`config.mk`:
```
export PLATFORM = sky130hd
export DESIGN_NAME = mult_sequencer
export DESIGN_NICKNAME = d
export VERILOG_FILES = /design/src/rtl/mult_pkg.sv /design/src/rtl/mult_seq_datapath.sv /design/src/rtl/mult_sequencer.sv
export SDC_FILE = /design/constraint.sdc
export NUM_CORES = 1
export LEC_CHECK = 0
export ABC_CLOCK_PERIOD_IN_PS = 7800
export BUFFER_PORTS_ARGS = -buffer_cell sky130_fd_sc_hd__clkbuf_2
export CAP_MARGIN = 20
export CORE_MARGIN = 4
export CORE_UTILIZATION = 25
export DETAILED_ROUTE_END_ITERATION = 8
export GPL_TIMING_DRIVEN = 0
export PLACE_DENSITY = 0.44
export SYNTH_ARGS = -nofsm -noshare
export SYNTH_HDL_FRONTEND = slang
export SYNTH_SLANG_ARGS = --single-unit
```
`constraint.sdc`:
```
create_clock -name clk -period 7.8 [get_ports clk]
set_input_delay 2.34 -clock clk [delete_from_list [all_inputs] [get_ports clk]]
set_output_delay 2.34 -clock clk [all_outputs]
set_load 0.1 [all_outputs]
```
`src/rtl/mult_pkg.sv`:
```
// mult_pkg: shared types and constants for the iterative multiply sequencer.
//   mult_state_t       - sequencer FSM state encoding
//   MULT_WIDTH_DEFAULT - default operand width
//   mult_cnt_width()   - width of an iteration counter able to hold WIDTH
package mult_pkg;

    typedef enum logic [1:0] {
        IDLE = 2'd0,
        RUN  = 2'd1,
        FIX  = 2'd2
    } mult_state_t;

    localparam int MULT_WIDTH_DEFAULT = 32;

    function automatic int mult_cnt_width(input int width);
        return $clog2(width + 1);
    endfunction

endpackage

```
`src/rtl/mult_seq_datapath.sv`:
```
// mult_seq_datapath: operand, accumulator and HI/LO registers for the
// one-bit-per-cycle shift-add multiplier.
//   clk, rst_n            - clock, synchronous active-low reset
//   load                  - latch operands/sign mode, clear accumulator
//   step                  - perform one shift-add iteration
//   fix                   - apply sign to accumulator, write HI/LO
//   mult_sign             - 1 = signed operands
//   operand_a, operand_b  - multiplicand / multiplier
//   hi, lo                - product registers
module mult_seq_datapath
    import mult_pkg::*;
#(
    parameter int WIDTH = MULT_WIDTH_DEFAULT
) (
    input  logic             clk,
    input  logic             rst_n,
    input  logic             load,
    input  logic             step,
    input  logic             fix,
    input  logic             mult_sign,
    input  logic [WIDTH-1:0] operand_a,
    input  logic [WIDTH-1:0] operand_b,
    output logic [WIDTH-1:0] hi,
    output logic [WIDTH-1:0] lo
);

    logic [WIDTH-1:0]   mcand;
    logic [WIDTH-1:0]   mplier;
    logic               neg;
    logic [2*WIDTH-1:0] acc;

    logic [WIDTH-1:0]   a_mag;
    logic [WIDTH-1:0]   b_mag;
    logic [WIDTH-1:0]   addend;
    logic [WIDTH:0]     sum;
    logic [2*WIDTH-1:0] product;

    // Negating the most negative value yields itself, which read as unsigned
    // is exactly its magnitude, so no special case is needed.
    always_comb begin
        a_mag   = (mult_sign && operand_a[WIDTH-1]) ? -operand_a : operand_a;
        b_mag   = (mult_sign && operand_b[WIDTH-1]) ? -operand_b : operand_b;
        addend  = mplier[0] ? mcand : '0;
        sum     = {1'b0, acc[2*WIDTH-1:WIDTH]} + {1'b0, addend};
        product = neg ? -acc : acc;
    end

    always_ff @(posedge clk) begin
        if (!rst_n) begin
            mcand  <= '0;
            mplier <= '0;
            neg    <= 1'b0;
            acc    <= '0;
            hi     <= '0;
            lo     <= '0;
        end else begin
            if (load) begin
                mcand  <= a_mag;
                mplier <= b_mag;
                neg    <= mult_sign & (operand_a[WIDTH-1] ^ operand_b[WIDTH-1]);
                acc    <= '0;
            end else if (step) begin
                // Carry out of the upper-half add becomes the new MSB after the shift.
                acc    <= {sum, acc[WIDTH-1:1]};
                mplier <= mplier >> 1;
            end
            if (fix) begin
                hi <= product[2*WIDTH-1:WIDTH];
                lo <= product[WIDTH-1:0];
            end
        end
    end

endmodule

```
`src/rtl/mult_sequencer.sv`:
```
// mult_sequencer: iterative MULT/MULTU controller for the HI/LO unit.
//   clk, rst_n            - clock, synchronous active-low reset
//   start_mult, mult_sign - issue request and signed mode from control
//   operand_a, operand_b  - rs / rt values, sampled with start_mult
//   hilo_read             - MFHI/MFLO in EX
//   hi, lo                - product registers
//   busy                  - multiply in progress
//   done                  - one-cycle pulse when HI/LO were just written
//   stall                 - hold pipeline for reads/new multiplies while busy
//
// state | meaning
// IDLE  | waiting for start_mult; HI/LO stable
// RUN   | WIDTH shift-add iterations
// FIX   | sign correction and HI/LO write
module mult_sequencer
    import mult_pkg::*;
#(
    parameter int WIDTH = MULT_WIDTH_DEFAULT
) (
    input  logic             clk,
    input  logic             rst_n,
    input  logic             start_mult,
    input  logic             mult_sign,
    input  logic [WIDTH-1:0] operand_a,
    input  logic [WIDTH-1:0] operand_b,
    input  logic             hilo_read,
    output logic [WIDTH-1:0] hi,
    output logic [WIDTH-1:0] lo,
    output logic             busy,
    output logic             done,
    output logic             stall
);

    localparam int CW = mult_cnt_width(WIDTH);

    mult_state_t   state;
    logic [CW-1:0] cnt;
    logic          load;
    logic          step;
    logic          fix;

    always_ff @(posedge clk) begin
        if (!rst_n) begin
            state <= IDLE;
            cnt   <= '0;
            done  <= 1'b0;
        end else begin
            done <= 1'b0;
            case (state)
                IDLE: begin
                    if (start_mult) begin
                        state <= RUN;
                        cnt   <= '0;
                    end
                end
                RUN: begin
                    cnt <= cnt + CW'(1);
                    if (cnt == CW'(WIDTH - 1)) begin
                        state <= FIX;
                    end
                end
                FIX: begin
                    done  <= 1'b1;
                    state <= IDLE;
                end
                default: state <= IDLE;
            endcase
        end
    end

    always_comb begin
        load  = (state == IDLE) && start_mult;
        step  = (state == RUN);
        fix   = (state == FIX);
        busy  = (state != IDLE);
        stall = (hilo_read | start_mult) & busy;
    end

    mult_seq_datapath #(
        .WIDTH(WIDTH)
    ) u_datapath (
        .clk       (clk),
        .rst_n     (rst_n),
        .load      (load),
        .step      (step),
        .fix       (fix),
        .mult_sign (mult_sign),
        .operand_a (operand_a),
        .operand_b (operand_b),
        .hi        (hi),
        .lo        (lo)
    );

endmodule

```
==> impl_metrics.env <==
export IMPL_status="completed"
export IMPL_rows=79
export IMPL_fmax_mhz=184.4
export IMPL_fin_crit_sh=0.6951
export IMPL_yosysTopAreaCellShare=0.3429
export IMPL_startpoint="start_mult"
export IMPL_synth_area_leaders="dfxtp_1, nand2_1, xor2_1"
export IMPL_synth_edf_count=0
export IMPL_ctsResizeCount=0
export IMPL_drive_gt1_frac=0.1222
export IMPL_ys_ff_latch=202
export IMPL_max_cap_violations=0
export IMPL_holdBufCountCts=0
export IMPL_grt_pass1_vias=10770
export IMPL_synth_ff_type="dfxtp_1"
export IMPL_r2r_start="u_datapath.mplier[0]"
export IMPL_routed_wl_mm=39.72
export IMPL_setup_tns_ns=0
export IMPL_crit_fanout=5
export IMPL_ant_nets=0
export IMPL_cts_buffer_depth=3
export IMPL_grt_max_degree=13
export IMPL_rr_worst_depth=12
export IMPL_synth_nets=1560
export IMPL_wl_per_cell_um=17.71
export IMPL_drt_initial_drc_count=737
export IMPL_chipWidth_um=225.2
export IMPL_busiest_layer="met2"
export IMPL_ys_types=62
export IMPL_async_flop_share=0
export IMPL_cp_end_kind="primary output"
export IMPL_worstPathArrival_ns=3.08
export IMPL_start_kind="input port"
export IMPL_grt_ovfl_total=0
export IMPL_cts_max_level=1
export IMPL_path_clk_slew_ns=0.06
export IMPL_place_hpwl_mm=31.21
export IMPL_critPathRequiredTime_ns=5.46
export IMPL_clk_latency_ns=0.53
export IMPL_path_class="in2out"
export IMPL_power_per_cell_area_nw_per_um2=186.6
export IMPL_area_growth_pct=19.68
export IMPL_min_period_ns=5.422
export IMPL_cts_sinks=202
export IMPL_clock_skew_ns=0.01038
export IMPL_synth_yosys_seq_area_share=0.3429
export IMPL_io_buffers=135
export IMPL_min_from="u_datapath.mplier[31]"
export IMPL_via_count=10970
export IMPL_syn_area_um2=11790
export IMPL_vias_per_cell=4.892
export IMPL_rsz0062_at_grt="false"
export IMPL_synthCells=1454
export IMPL_antenna_found_initial=0
export IMPL_grtUsageTotal=0.1521
export IMPL_relSlewSlack=0.3017
export IMPL_grt_pass1_wl_mm=62.52
export IMPL_core_um2=46560
export IMPL_fin_util=0.3032
export IMPL_yosysWarningCount=0
export IMPL_initial_core_util=0.2533
export IMPL_chipHeight_um=225.2
export IMPL_place_area_um2=13230
export IMPL_p_leak_nw=6.531
export IMPL_min_to="u_datapath.mplier[31]"
export IMPL_gr_usage_met3=0.02045
export IMPL_cts_tree="built"
export IMPL_ios=136
export IMPL_r2r_end="u_datapath.acc[63]"
export IMPL_min_path_cells=2
export IMPL_dieArea_um2=50720
export IMPL_antenna_cells=0
export IMPL_rrSetupSlack_ns=3.52
export IMPL_cts_setup_buffers=0
export IMPL_num_nets_final=1723
export IMPL_tightest_slew_ns=1.038
export IMPL_finalInstanceArea_um2=14110
export IMPL_synth_largest_area_cell="dfxtp_1"
export IMPL_gp_congestion=0.8170
export IMPL_use_met1=0.2141
export IMPL_grt_met2_usage=0.2530
export IMPL_maxSlewViolCount=0
export IMPL_vdd_drop_max_mv=0.1348
export IMPL_hold_class="reg2reg"
export IMPL_setup_viol=0
export IMPL_cts_root_buf="clkbuf_16"
export IMPL_drc=0
export IMPL_cts_buffers=26
export IMPL_drt_pass1_iter_count=5
export IMPL_hold_viol_final=0
export IMPL_avgSynthCellArea_um2=8.111
[stage by stage]
stage | total power [mW] | worst slack (ns) | hold slack [ns] | instances
detailed placement | 1.438 | 2.363 | 0.4507 | 2196
CTS | 2.684 | 2.361 | 0.4598 | 2243
global route | 2.758 | 2.342 | 0.4783 | 2243
finish | 2.634 | 2.378 | 0.4573 | 2243
floorplan | 1.317 | 1.833 | 0.4344 | 1454
global placement | 1.434 | 2.359 | 0.4459 | 2196
[flip-flops by register name, summed over array words and instances, names as in the netlist]
signal / cells
u_datapath.neg: 1
done: 1
cnt: 6
state: 2
u_datapath.lo: 32
u_datapath.hi: 32
u_datapath.acc: 64
u_datapath.mplier: 32
u_datapath.mcand: 32
[synthesized netlist by cell type, types with 34 or more instances]
| cell type | number |
|---|---|
| a21oi_1 | 103 |
| and2_1 | 40 |
| clkbuf_1 | 77 |
| dfxtp_1 | 202 |
| ha_1 | 36 |
| nand2_1 | 265 |
| nand3_1 | 34 |
| nor2_1 | 61 |
| o211a_1 | 92 |
| o21ai_0 | 88 |
| o31ai_1 | 34 |
| xor2_1 | 111 |
[critical path, stage by stage]
cell and delay (ns):
clkbuf_2 0.14, nor2_1 0.06, nor2_1 0.08, clkbuf_2 0.46
[layer usage]
metal  vias to the layer above  routed length (um)
met5                         -                   0
li1                       5569                   -
met4                         0                 449
met3                        32                1719
met2                       210               18390
met1                      5162               19160
[worst max-delay path by stage]
stage	endpoint	slack, ns	cells past startpoint
after floorplan	stall	1.83	2
after global placement	stall	2.36	4
after detailed placement	stall	2.36	4
after CTS	stall	2.36	4
after global routing	stall	2.34	4
final	stall	2.38	4
[placed cells by master (no fill, tap or decap), drive strengths merged, types with 36 or more instances in the layout]
cell,Yosys,routed
ha,36,36
nor2,61,61
nand2,265,265
o21ai,90,90
o211a,92,92
and2,40,40
a21oi,103,103
xor2,111,111
dfxtp,202,202
clkbuf,77,249
[cell type report]
class                   count  area (um^2)
well taps                 607        759.5
inverters                  18        67.56
fillers                  5017        32440
clock buffers              37        783.3
plain buffers             100        391.6
clock inverters            10        102.6
flip-flops and latches    202         4044
multi-input cells        1134         7291
repair buffers            135        675.6
[cell families (layout without fill, tap and decap cells)]
group,after synthesis,count (layout),synth area share
compound gates,429,429,0.2586
xor+xnor,143,143,0.1062
fa+ha+maj,37,37,0.03989
buf+inv,118,300,0.03893
flops,202,202,0.3429
mux,6,6,0.005093
simple gates,519,519,0.2084
[power breakdown]
| part | switching, mW | internal (mW) |
|---|---|---|
| Combinational | 0.209 | 0.113 |
| Sequential | 0.0237 | 1.07 |
| Clock | 0.462 | 0.759 |
Power figures use the tool's default switching activity.
